**config.mk**
```make
export PLATFORM = sky130hd
export DESIGN_NAME = canny_pipeline_sequencer
export DESIGN_NICKNAME = d
export VERILOG_FILES = /design/src/rtl/canny_pkg.sv /design/src/rtl/canny_slot_decoder.sv /design/src/rtl/canny_pipeline_sequencer.sv
export SDC_FILE = /design/constraint.sdc
export NUM_CORES = 1
export LEC_CHECK = 0
export CORE_ASPECT_RATIO = 1.25
export CORE_MARGIN = 2
export CORE_UTILIZATION = 45
export DETAILED_ROUTE_END_ITERATION = 6
export DONT_BUFFER_PORTS = 1
export HOLD_SLACK_MARGIN = 0.1
export SETUP_SLACK_MARGIN = 0.05
export SYNTH_ARGS = -nofsm -noshare
export SYNTH_HDL_FRONTEND = slang
export SYNTH_SLANG_ARGS = --single-unit
```
**constraint.sdc**
```tcl
create_clock -name clk -period 2.39 [get_ports clk]
set_input_delay 0.239 -clock clk [delete_from_list [all_inputs] [get_ports clk]]
set_output_delay 0.239 -clock clk [all_outputs]
set_load 0.02 [all_outputs]
```
**src/rtl/canny_pkg.sv**
```systemverilog
// Shared definitions for the canny pipeline sequencer: FSM states, slot phase
// layout and the default frame geometry.
package canny_pkg;

  typedef enum logic [1:0] {
    IDLE,
    RUN,
    DRAIN,
    DONE
  } canny_state_e;

  localparam int ADDR_W = 20;

  // Phase layout inside one word slot; hold and multiply trail the shifter.
  localparam int PH_POP         = 0;
  localparam int PH_SHIFT_FIRST = 1;
  localparam int PH_SHIFT_LAST  = 4;
  localparam int PH_HOLD_OFS    = 1;
  localparam int PH_MULT_OFS    = 2;

  localparam int DEF_WORDS_PER_ROW  = 64;
  localparam int DEF_ROWS           = 512;
  localparam int DEF_SLOT_LEN       = 8;
  localparam int DEF_PRIME_WORDS    = 128;
  localparam int DEF_DRAIN_SLOTS    = 128;
  localparam int DEF_NEXT_THRESHOLD = 26214;

endpackage

```
**src/rtl/canny_slot_decoder.sv**
```systemverilog
// Combinational slot decoder: phase plus gating flags to the five datapath
// enables. The parent registers these outputs.
module canny_slot_decoder
  import canny_pkg::*;
#(
  parameter int SLOT_LEN = DEF_SLOT_LEN,
  parameter int PHASE_W  = 3
) (
  input  logic [PHASE_W-1:0] phase,
  input  logic               active,
  input  logic               popAllow,
  input  logic               resultAllow,
  output logic               popEn,
  output logic               shiftEn,
  output logic               holdEn,
  output logic               multEn,
  output logic               outEn
);

  logic [31:0] ph;

  always_comb begin
    ph      = 32'(phase);
    popEn   = active && popAllow && (ph == PH_POP);
    shiftEn = active && (ph >= PH_SHIFT_FIRST) && (ph <= PH_SHIFT_LAST);
    holdEn  = active && (ph >= PH_SHIFT_FIRST + PH_HOLD_OFS)
                     && (ph <= PH_SHIFT_LAST + PH_HOLD_OFS);
    multEn  = active && resultAllow && (ph >= PH_SHIFT_FIRST + PH_MULT_OFS)
                     && (ph <= PH_SHIFT_LAST + PH_MULT_OFS);
    outEn   = active && resultAllow && (ph == SLOT_LEN - 1);
  end

endmodule

```
**src/rtl/canny_pipeline_sequencer.sv**
```systemverilog
// Per-word slot sequencer for the canny datapath: walks a frame of SRAM words,
// primes, drains and signals frame completion. All outputs are registered.
module canny_pipeline_sequencer
  import canny_pkg::*;
#(
  parameter int               WORDS_PER_ROW  = DEF_WORDS_PER_ROW,
  parameter int               ROWS           = DEF_ROWS,
  parameter logic [ADDR_W-1:0] BASE_ADDR     = '0,
  parameter int               SLOT_LEN       = DEF_SLOT_LEN,
  parameter int               PRIME_WORDS    = DEF_PRIME_WORDS,
  parameter int               DRAIN_SLOTS    = DEF_DRAIN_SLOTS,
  parameter int               NEXT_THRESHOLD = DEF_NEXT_THRESHOLD
) (
  input  logic              clk,
  input  logic              reset,
  input  logic              startEn,
  input  logic              stall,
  output logic [ADDR_W-1:0] read_addr,
  output logic              popBufferEn,
  output logic              cannyShiftEn,
  output logic              HoldEn,
  output logic              startMultiplierEn,
  output logic              outEn,
  output logic              getNext,
  output logic              busy,
  output logic              frameDone
);

  // Handshake: startEn is a level request taken only in IDLE (no queuing);
  // getNext is a one-cycle pulse with no acknowledge; stall freezes progress.

  localparam int PHASE_W     = (SLOT_LEN > 1) ? $clog2(SLOT_LEN) : 1;
  localparam int TOTAL_WORDS = WORDS_PER_ROW * ROWS;

  canny_state_e        state, nextState;
  logic [PHASE_W-1:0]  phase;
  logic [ADDR_W-1:0]   wordIdx;
  logic [ADDR_W-1:0]   drainCnt;
  logic                active, slotEnd, resultAllow;
  logic                popD, shiftD, holdD, multD, outD;

  always_comb begin
    active      = ((state == RUN) || (state == DRAIN)) && !stall;
    slotEnd     = active && (32'(phase) == SLOT_LEN - 1);
    resultAllow = (state == DRAIN) || (32'(wordIdx) >= PRIME_WORDS);
    nextState   = state;
    unique case (state)
      IDLE:    if (startEn) nextState = RUN;
      RUN:     if (slotEnd && (32'(wordIdx) == TOTAL_WORDS - 1)) nextState = DRAIN;
      DRAIN:   if (slotEnd && (32'(drainCnt) == DRAIN_SLOTS - 1)) nextState = DONE;
      default: nextState = IDLE;
    endcase
  end

  canny_slot_decoder #(
    .SLOT_LEN (SLOT_LEN),
    .PHASE_W  (PHASE_W)
  ) u_decoder (
    .phase       (phase),
    .active      (active),
    .popAllow    (state == RUN),
    .resultAllow (resultAllow),
    .popEn       (popD),
    .shiftEn     (shiftD),
    .holdEn      (holdD),
    .multEn      (multD),
    .outEn       (outD)
  );

  always_ff @(posedge clk or posedge reset) begin
    if (reset) begin
      state             <= IDLE;
      phase             <= '0;
      wordIdx           <= '0;
      drainCnt          <= '0;
      read_addr         <= BASE_ADDR;
      popBufferEn       <= 1'b0;
      cannyShiftEn      <= 1'b0;
      HoldEn            <= 1'b0;
      startMultiplierEn <= 1'b0;
      outEn             <= 1'b0;
      getNext           <= 1'b0;
      busy              <= 1'b0;
      frameDone         <= 1'b0;
    end else begin
      state             <= nextState;
      popBufferEn       <= popD;
      cannyShiftEn      <= shiftD;
      HoldEn            <= holdD;
      startMultiplierEn <= multD;
      outEn             <= outD;
      busy              <= (nextState != IDLE);
      frameDone         <= (nextState == DONE);
      getNext           <= 1'b0;
      if ((state == IDLE) && startEn) begin
        phase     <= '0;
        wordIdx   <= '0;
        drainCnt  <= '0;
        read_addr <= BASE_ADDR;
        getNext   <= (NEXT_THRESHOLD == 0) && (TOTAL_WORDS > 0);
      end else if (active) begin
        phase <= slotEnd ? '0 : phase + 1'b1;
        // The refill request fires on the edge that moves wordIdx onto the threshold.
        if (slotEnd && (state == RUN)) begin
          wordIdx   <= wordIdx + 1'b1;
          read_addr <= read_addr + 1'b1;
          getNext   <= (32'(wordIdx) + 1 == NEXT_THRESHOLD) && (NEXT_THRESHOLD < TOTAL_WORDS);
        end
        if (slotEnd && (state == DRAIN)) begin
          drainCnt <= drainCnt + 1'b1;
        end
      end
    end
  end

endmodule

```
==> Yosys cells after proc, flatten, opt, wreduce, memory -nomap -nowiden <==
Cells that the tools add are included.
{ "op_classes": {"reduce_logical": 28, "eq_ne": 7, "n_lt_le_gt_ge": 7, "shift": 0, "bitwise_logic": 0, "div": 0, "n_mux": 19, "multipliers": 0, "n_addsub": 5} }
{ "op_table": {"columns": ["op", "n"], "rows": [
  ["$mux 20", 9],
  ["$add 20x1->20 const B", 3],
  ["$add 20x1->21 const B", 1],
  ["$eq 21x15->1 const B", 1],
  ["$eq 20x15->1 const B", 1],
  ["$eq 20x7->1 const B", 1],
  ["$ge 20x8->1 const B", 1],
  ["$logic_and 1x1->1", 17],
  ["$le 3x3->1 const B", 3],
  ["$mux 3", 3],
  ["$reduce_bool 2->1", 4],
  ["$ge 3x2->1 const B", 2],
  ["$mux 2", 3],
  ["$pmux 2 s3", 1],
  ["$eq 2x2->1 const B", 2],
  ["$reduce_and 2->1", 2],
  ["$add 3x1->3 const B", 1],
  ["$eq 3x3->1 const B", 1],
  ["$ge 3x1->1 const B", 1],
  ["$logic_not 3->1", 1],
  ["$mux 1", 3],
  ["$eq 2x1->1 const B", 1],
  ["$logic_not 2->1", 1],
  ["$logic_or 1x1->1", 2],
  ["$logic_not 1->1", 1]
]} }
{ "totals": {"ram_bits": 0, "out_inout_bits": 28, "register_bits": 73, "rom_bits": 0, "latch_bits": 0, "mem_count": 0} }

==> Longest topological paths before layout <==
Gate-level depths: netlist (run 1).
{ "logic_depth": {"ltp_word": 8, "depth_mapped": 9} }

==> By module <==
From an unflattened synthesis (run 1), not the netlist that was laid out.
{ "hier_totals": {"cells_unflattened": 420, "area_unflattened_um2": 3912.5} }
{ "by_module_without_submodules": {"columns": ["module", "cells_per_inst", "instances", "area_per_inst_um2"], "rows": [
  ["canny_pipeline_sequencer", 407, 1, 3834.9],
  ["canny_slot_decoder", 13, 1, 77.6]
]} }

==> Least setup slack after synthesis (run 1) <==
No wires, ideal clock.
{ "synth_path": {"path_type": "register to register", "startpoint": "register phase[1]", "endpoint": "register read_addr[19]", "n_path_buf": 2, "t_required_ns": 2.313, "t_arrival_ns": 2.224, "path_slack_ns": 0.089, "stages_incl_launch_ff": 10, "cell_sequence": "dfrtp_1 -> ha_1 -> ha_1 -> buf_6 -> and4b_1 -> buf_6 -> o21ai_4 -> or3_1 -> or4_1 -> a21oi_1"} }
{ "synth_between": {"elab_chain_cells": 5} }
{ "synth_rtl": {"columns": ["element", "line", "source"], "rows": [
  ["from (decl)", "canny_pipeline_sequencer.sv:36", "logic [PHASE_W-1:0] phase;"],
  ["from (signal assigned)", "canny_pipeline_sequencer.sv:102", "phase <= slotEnd ? '0 : phase + 1'b1;"],
  ["$eq 3x3->1", "canny_pipeline_sequencer.sv:44", "slotEnd = active && (32'(phase) == SLOT_LEN - 1);"],
  ["$logic_and 1x1->1", "canny_pipeline_sequencer.sv:44", null],
  ["$logic_and 1x1->1", "canny_pipeline_sequencer.sv:104", "if (slotEnd && (state == RUN)) begin"],
  ["$reduce_bool 2->1 (no line)", null, null],
  ["$reduce_and 2->1 (no line)", null, null],
  ["to (signal assigned)", "canny_pipeline_sequencer.sv:106", "read_addr <= read_addr + 1'b1;"],
  ["to (decl)", "canny_pipeline_sequencer.sv:18", "output logic [ADDR_W-1:0] read_addr,"]
]} }
Every way passes these cells.
A chain may end at the register's enable or synchronous reset.

==> Final worst setup path (run 1) <==
{ "layout_path": {"startpoint": "register state[1]", "endpoint": "register read_addr[19]"} }
{ "layout_between": {"elab_chain_cells": 7} }
{ "layout_rtl": {"columns": ["element", "line", "source"], "rows": [
  ["from (decl)", "canny_pipeline_sequencer.sv:35", "canny_state_e state, nextState;"],
  ["from (signal assigned)", "canny_pipeline_sequencer.sv:86", "state <= nextState;"],
  ["$eq 2x1->1 / $eq 2x2->1 (equally long branches)", "canny_pipeline_sequencer.sv:43, canny_pipeline_sequencer.sv:104", null],
  ["$logic_or 1x1->1", "canny_pipeline_sequencer.sv:43", "active = ((state == RUN) || (state == DRAIN)) && !stall;"],
  ["$logic_and 1x1->1", "canny_pipeline_sequencer.sv:43", null],
  ["$logic_and 1x1->1", "canny_pipeline_sequencer.sv:44", null],
  ["$logic_and 1x1->1", "canny_pipeline_sequencer.sv:104", null],
  ["$reduce_bool 2->1 (no line)", null, null],
  ["$reduce_and 2->1 (no line)", null, null]
]} }
Several ways; a longest one is shown, not always the timed one.

==> results by group, run 1 <==
Status
  • Status: complete, no violations

Drt
  • DR pass1 iterations: 4
  • Final WL: 8540 µm
  • Antenna Nets Post-Route: 0
  • Post-DR vias/cell: 5.36
  • DR WL/cell: 14.7 µm
  • DR vias: 3,114
  • Final routed DRC violation total: 0
  • Drt initial violations: 89

CTS
  • H-tree levels: 3
  • Clock root buffer: clkbuf_8
  • Clock buffer depth: 2
  • # clock sinks: 73
  • Clk Latency, worst-skew pair: 350 ps
  • TritonCTS clock tree: done
  • Num CTS Buffers: 9
  • CTS clock-pin slew for the worst setup and hold paths: 80 ps

Global route
  • Top Usage Layer GRT: met2
  • Initial antenna violation count: 0
  • First-pass GRT wire length: 14,700 µm
  • Largest net degree at the start of global routing: 74
  • All-Layer GR Usage: 0.187
  • Met1 Use GR: 0.235
  • Vias in the first global route: 3,128
  • Congestion Overflow GR: 0
  • Met3 Track Usage GR: 0.0516
  • Met2 global-route usage: 0.303

Floorplan
  • Placeable core area: 0.00875 mm²
  • Chip Width: 89.2 µm
  • Die Area: 0.00985 mm²
  • Ports: 32
  • Initial Utilization: 0.466
  • Die Height: 110 µm
  • Num rows: 38

STA
  • Fin crit period: 2220 ps
  • Setup tns final: 0 ps
  • Clock Skew: 11.3 ps
  • Slew margin rel.: 0.572
  • Fin worst setup slack: 167 ps
  • Fin. Hold Viols: 0
  • Setup repair after global routing missed its margin: no
  • Fin. max-slew vios: 0
  • Max frequency: 450 MHz
  • Final setup viols: 0
  • Crit share post-route: 0.930
  • Slew @ Worst Pin: 642 ps

Logic synthesis
  • Post-synth top area share: 0.448
  • Post-synthesis cell count: 439
  • Post-Syn Nets: 457
  • Synth warn: 0
  • Post-synthesis sequential area ratio: 0.448
  • Area contributors post-synth: dfrtp_1, nor2_1, xnor2_1
  • Mean Syn Cell Area: 9.29 µm²
  • Synth Cell Area: 0.00408 mm²
  • Synth area leader: dfrtp_1
  • Post-synth cell types: 48
  • Synthesized flop and latch total: 73

Power and ir drop
  • Pwr Density: 615 mW/mm²
  • Worst VDD drop: 0.383 mV
  • Leakage power: 1.94 nW
  • Pwr Total: 2.80 mW

Placed design
  • Detailed placer's ending HPWL: 5960 µm
  • GP Congestion: 0.844
  • # port buffers: 0
  • Dpl cell area: 0.00431 mm²
  • Worst slack, placed: 42.0 ps

Worst setup path
  • CP required: 2660 ps
  • Reg2reg setup slack: 170 ps
  • R2r endpoint: read_addr[19]
  • Setup CP Type: register to register
  • Worst Reg-to-Reg Cells: 7
  • Reg-to-reg startpoint: state[1]
  • Critical-path top delay cell: or4_4
  • CP bufs+invs: 1
  • Setup crit start kind: register
  • Crit-path cells: inv_2 > ha_4 > and4b_2 > o21ai_4 > or3_4 > or4_4 > a21oi_2
  • Critical path's top delay family: simple AND/OR/NAND/NOR gates
  • Cell count along the critical path: 7
  • Largest stage delay on the critical path: 520 ps
  • Crit end category: register
  • Critical-path maximum fanout: 8
  • Crit path DAT: 2490 ps

Min path
  • HP Class: input pin to register
  • Hold Path Depth: 2
  • Worst hold start: startEn
  • Hold endpoint: state[0]

Cells and area
  • Nets: 474
  • Fillers: 854
  • Layout cells sized above 1: 0.126
  • Antenna diode count: 0
  • Area added between synthesis and finish: 11.7%
  • Fin area: 0.00456 mm²

Flow run
  • Max cap viols: 0
==> how the worst max path moves through the flow <==
stage                         end  slack (ps)      from
finish              read_addr[19]         170  state[1]
global route        read_addr[19]          80  state[1]
CTS                 read_addr[19]          80  state[1]
detailed placement        getNext          40  state[1]
global placement          getNext          80  state[1]
floorplan           read_addr[19]          90  phase[1]
==> synthesized netlist by cell type (all sizes together) <==
library cell  instances
nor4                 12
and3                  3
mux2i                 3
o21ai                11
nand4                14
a2111oi               3
buf                   8
and4                  6
xnor2                28
or4                   4
a211oi                1
or3                   7
nand3                27
or2                   1
clkbuf               13
and4b                 3
a31oi                 2
a21oi                19
dfrtp                73
nand2b                5
inv                  17
a221oi                1
o31ai                 2
nand4b                3
a2111o                1
nor2b                 1
o211a                 1
a41oi                 1
xor2                 25
ha                   14
nor2                 68
nand2                34
nor3b                 3
nor3                 16
a211o                 1
nand3b                1
o22ai                 1
a21o                  4
and2                  1
a21boi                1
==> per-stage QoR <==
| step | utilization | hold WS [ps] | std cells |
|---|---|---|---|
| 6_report | 0.521 | 150 | 581 |
| 5_1_grt | 0.521 | 181 | 581 |
| 4_1_cts | 0.517 | 145 | 580 |
| 3_5_place_dp | 0.493 | 247 | 563 |
| 3_3_place_gp | 0.493 | 245 | 563 |
| 2_1_floorplan | - | 466 | 439 |
==> layer usage <==
layer	vias to the layer above	part of all wire
met2	43	0.51
met3	12	0.041
met4	0	0.016
li1	1546	-
met5	-	0
met1	1513	0.43
==> cell usage in the layout (no fill, tap or decap), drive strengths merged, types with 2 or more instances in the layout <==
cell | netlist | routed
a2111oi | 3 | 3
a21o | 4 | 4
a21oi | 19 | 19
a31oi | 2 | 2
and3 | 3 | 3
and4 | 6 | 6
and4b | 3 | 3
buf | 8 | 26
clkbuf | 13 | 11
clkinv | 0 | 2
clkinvlp | 0 | 2
dfrtp | 73 | 73
ha | 14 | 14
inv | 17 | 17
mux2i | 3 | 3
nand2 | 34 | 34
nand2b | 5 | 5
nand3 | 27 | 27
nand4 | 14 | 14
nand4b | 3 | 3
nor2 | 68 | 68
nor3 | 16 | 16
nor3b | 3 | 3
nor4 | 12 | 12
o21ai | 11 | 11
o31ai | 2 | 2
or3 | 7 | 7
or4 | 4 | 4
xnor2 | 28 | 28
xor2 | 25 | 25
==> repair_timing <==
item	4_1_cts	5_1_grt
gates resized for setup	1	8
endpoints found under the setup margin	1	2
hold buffers	1	0
setup buffers	0	1
hold endpoints to repair	73	0
pin swaps	0	1
==> final cells by class <==
type | count | area [µm²] | area share
timing repair buffer | 27 | 218 | 0.0477
clock inverter | 5 | 55.1 | 0.0121
tap | 120 | 150 | 0.0329
multi-input combinational | 328 | 2100 | 0.462
inverter | 17 | 63.8 | 0.0140
clock buffer | 11 | 141 | 0.0310
sequential | 73 | 1830 | 0.401
==> flip-flops by register name (all words and copies together), names as in the netlist, 2 cells and up <==
signal and cells:
phase 3, wordIdx 20, drainCnt 20, read_addr 20, state 2
==> report_power, final <==
part           total, mW  switching (mW)  leakage (nW)  internal [mW]
registers           1.33          0.0474          1.01           1.28
logic              0.502           0.321         0.831          0.181
clock network      0.974           0.466        0.0953          0.507
==> kinds of logic (layout without fill, tap and decap cells) <==
family / Yosys count / in the layout / share of synthesized area
and+or+nand+nor: 209 / 209 / 0.262
adders and majority gates: 14 / 14 / 0.0429
buffers and inverters: 38 / 60 / 0.0445
xor gates and xnor gates: 53 / 53 / 0.114
muxes: 3 / 3 / 0.00736
AOI/OAI and AO/OA: 49 / 49 / 0.0819
DFF: 73 / 73 / 0.448
Power figures use the tool's default switching activity.
==> run 2, diff against run 1 <==
--- a/config.mk
+++ b/config.mk
@@ -15,3 +15,4 @@
 export SYNTH_ARGS = -nofsm -noshare
 export SYNTH_HDL_FRONTEND = slang
 export SYNTH_SLANG_ARGS = --single-unit
+export TNS_END_PERCENT = 1
==> results of run 2 <==
Same layout as run 1: the final DEF is identical, and so are final timing and power.
==> run 3, diff against run 2 <==
==> constraint.sdc (replaced) <==
create_clock -name clk -period 2.1 [get_ports clk]
set_input_delay 0.21 -clock clk [delete_from_list [all_inputs] [get_ports clk]]
set_output_delay 0.21 -clock clk [all_outputs]
set_load 0.02 [all_outputs]
==> results by group, run 3 (synthesis results as in run 1) <==
Drt
  • DR vias: 3,320 (+6.6%)
  • Drt initial violations: 141 (+58%)
  • DR WL/cell: 15.2 µm (+3.8%)
  • Antenna Nets Post-Route: 0 (unchanged)
  • Post-DR vias/cell: 5.45 (+1.7%)
  • Final WL: 9280 µm (+8.8%)
  • Final routed DRC violation total: 0 (unchanged)
  • DR pass1 iterations: 4 (unchanged)

Cells and area
  • Non-Filler Instances: 609 (+4.8%)
  • Commonest non-fill, non-tap cells in the layout: dfrtp_1, nor2_1, buf_4
  • Area added between synthesis and finish: 18.9%
  • Layout cells sized above 1: 0.215 (+0.0889)
  • Antenna diode count: 0 (unchanged)
  • Biggest regs: drainCnt x20, read_addr x20, wordIdx x20
  • Commonest non-fill, non-tap cell in the layout: dfrtp_1
  • Nets: 502 (+5.9%)

CTS
  • # clock sinks: 73 (unchanged)
  • Clock root buffer: clkbuf_8
  • CTS clock-pin slew for the worst setup and hold paths: 80 ps (about the same)
  • Clk Latency, worst-skew pair: 350 ps (about the same)
  • Clock buffer depth: 2 (unchanged)
  • Num CTS Buffers: 9 (unchanged)
  • TritonCTS clock tree: done
  • H-tree levels: 3 (unchanged)

Floorplan
  • Die Area: 0.00985 mm² (unchanged)
  • Chip Width: 89.2 µm (unchanged)
  • Die Height: 110 µm (unchanged)
  • Num rows: 38 (unchanged)
  • Placeable core area: 0.00875 mm² (unchanged)
  • Initial Utilization: 0.466 (unchanged)
  • Ports: 32 (unchanged)

STA
  • Fin. Hold Viols: 0 (unchanged)
  • Min Hold Slack: 135 ps (-14.6 ps)
  • Max frequency: 493 MHz (+9.6%)
  • Crit share post-route: 0.965 (+0.0355)
  • Fin crit period: 2030 ps (-195 ps)
  • Slew margin rel.: 0.556 (-0.0164)
  • Setup repair after global routing missed its margin: yes
  • Slew @ Worst Pin: 666 ps (+24.6 ps)
  • Clock Skew: 7.44 ps (-3.84 ps)
  • Final setup viols: 0 (unchanged)
  • Fin. max-slew vios: 0 (unchanged)

Worst setup path
  • CP startpoint: phase[0]
  • Reg2reg setup slack: 70 ps (-90 ps)
  • CP bufs+invs: 0 (-1)
  • Crit-path cells: ha_2 > ha_4 > nand4b_4 > a2111o_1 > or3_1 > a21oi_1
  • Reg-to-reg startpoint: phase[0]
  • Setup crit start kind: register
  • CP required: 2370 ps (-290 ps)
  • Largest stage delay on the critical path: 520 ps (about the same)
  • Setup CP Type: register to register
  • Worst Reg-to-Reg Cells: 6 (-1)
  • Critical path's top delay family: compound AO/OA/AOI/OAI gates
  • Crit path DAT: 2290 ps (-200 ps)
  • R2r endpoint: drainCnt[17]
  • Critical-path top delay cell: a2111o_1
  • Critical-path maximum fanout: 7 (-1)
  • Crit end category: register

Placed design
  • GP Congestion: 0.825 (-2.3%)
  • Cell count after placement: 586 (+4.1%)
  • # port buffers: 0 (unchanged)
  • Detailed placer's ending HPWL: 6480 µm (+8.9%)

Status
  • Status: complete, no violations

Global route
  • Vias in the first global route: 3,280 (+4.9%)
  • Initial antenna violation count: 0 (unchanged)
  • Largest net degree at the start of global routing: 62 (-16%)
  • All-Layer GR Usage: 0.202 (+0.0142)
  • First-pass GRT wire length: 15,600 µm (+6.4%)
  • Congestion Overflow GR: 0 (unchanged)

Power and ir drop
  • P_sw: 971 µW (+16%)
  • Pwr Density: 644 mW/mm² (+4.8%)
  • Combinational fraction of design power: 0.200 (+0.021)
  • Internal power: 2.15 mW (+9.5%)
  • Clock Power Share: 0.316 (-0.031)
  • Sw frac: 0.311 (+0.0129)
  • Worst VDD drop: 0.340 mV (-11%)
  • Sequential Power Share: 0.484 (+0.011)
  • Leakage power: 2.07 nW (+6.8%)

Min path
  • Hold endpoint: state[0]
  • Worst hold start: startEn
  • Hold Path Depth: 2 (unchanged)
  • HP Class: input pin to register

Flow run
  • Max cap viols: 0 (unchanged)
-- run 3: worst max-delay path by stage --
stage	to	slack, ps	depth (start not counted)
finish	drainCnt[17]	70	6
global route	wordIdx[15]	-50	8
CTS	read_addr[5]	50	7
detailed placement	drainCnt[15]	-40	6
global placement	wordIdx[15]	-4	8
floorplan	read_addr[19]	-120	9
-- run 3: stage by stage --
step	TNS [ps]	worst slack, ps	cell area (µm²)	total power [mW]	utilization
floorplan	-324	-125	4100	1.93	-
global placement	-4.28	-4.28	4500	2.10	0.514
detailed placement	-134	-35.6	4500	2.12	0.514
CTS	0	46.8	4740	3.15	0.541
global route	-274	-54.0	4850	3.31	0.554
finish	0	72.5	4850	3.12	0.554
-- run 3: timing repair --
action | CTS | global route
setup endpoints to repair | 11 | 34
hold endpoints to repair | 18 | 0
setup buffers | 4 | 2
hold buffers | 1 | 0
gates resized for setup | 4 | 28
pin swaps | 5 | 12
-- run 3: cell type report --
class	instances	area, µm²
clock buffer	11	141
clock inverter	5	31.3
fill	825	3900
inverter	17	63.8
multi-input combinational	328	2210
sequential	73	1830
tap	120	150
timing repair buffer	55	428
-- run 3: routing by layer --
layer | share of wire | track usage | up-vias | routed length [µm]
li1 | - | - | 1606 | -
met1 | 0.42 | 0.258 | 1626 | 3940
met2 | 0.51 | 0.325 | 68 | 4760
met3 | 0.033 | 0.0374 | 20 | 308
met4 | 0.030 | 0.0905 | 0 | 283
met5 | 0 | 0 | - | 0
-- run 3: power by group through the flow --
stage / clock network, mW / registers, mW / logic (mW)
floorplan: 0 / 1.56 / 0.367
detailed placement: 0 / 1.54 / 0.583
finish: 0.988 / 1.51 / 0.626
global placement: 0 / 1.54 / 0.566
CTS: 1.03 / 1.51 / 0.616
global route: 1.09 / 1.52 / 0.710
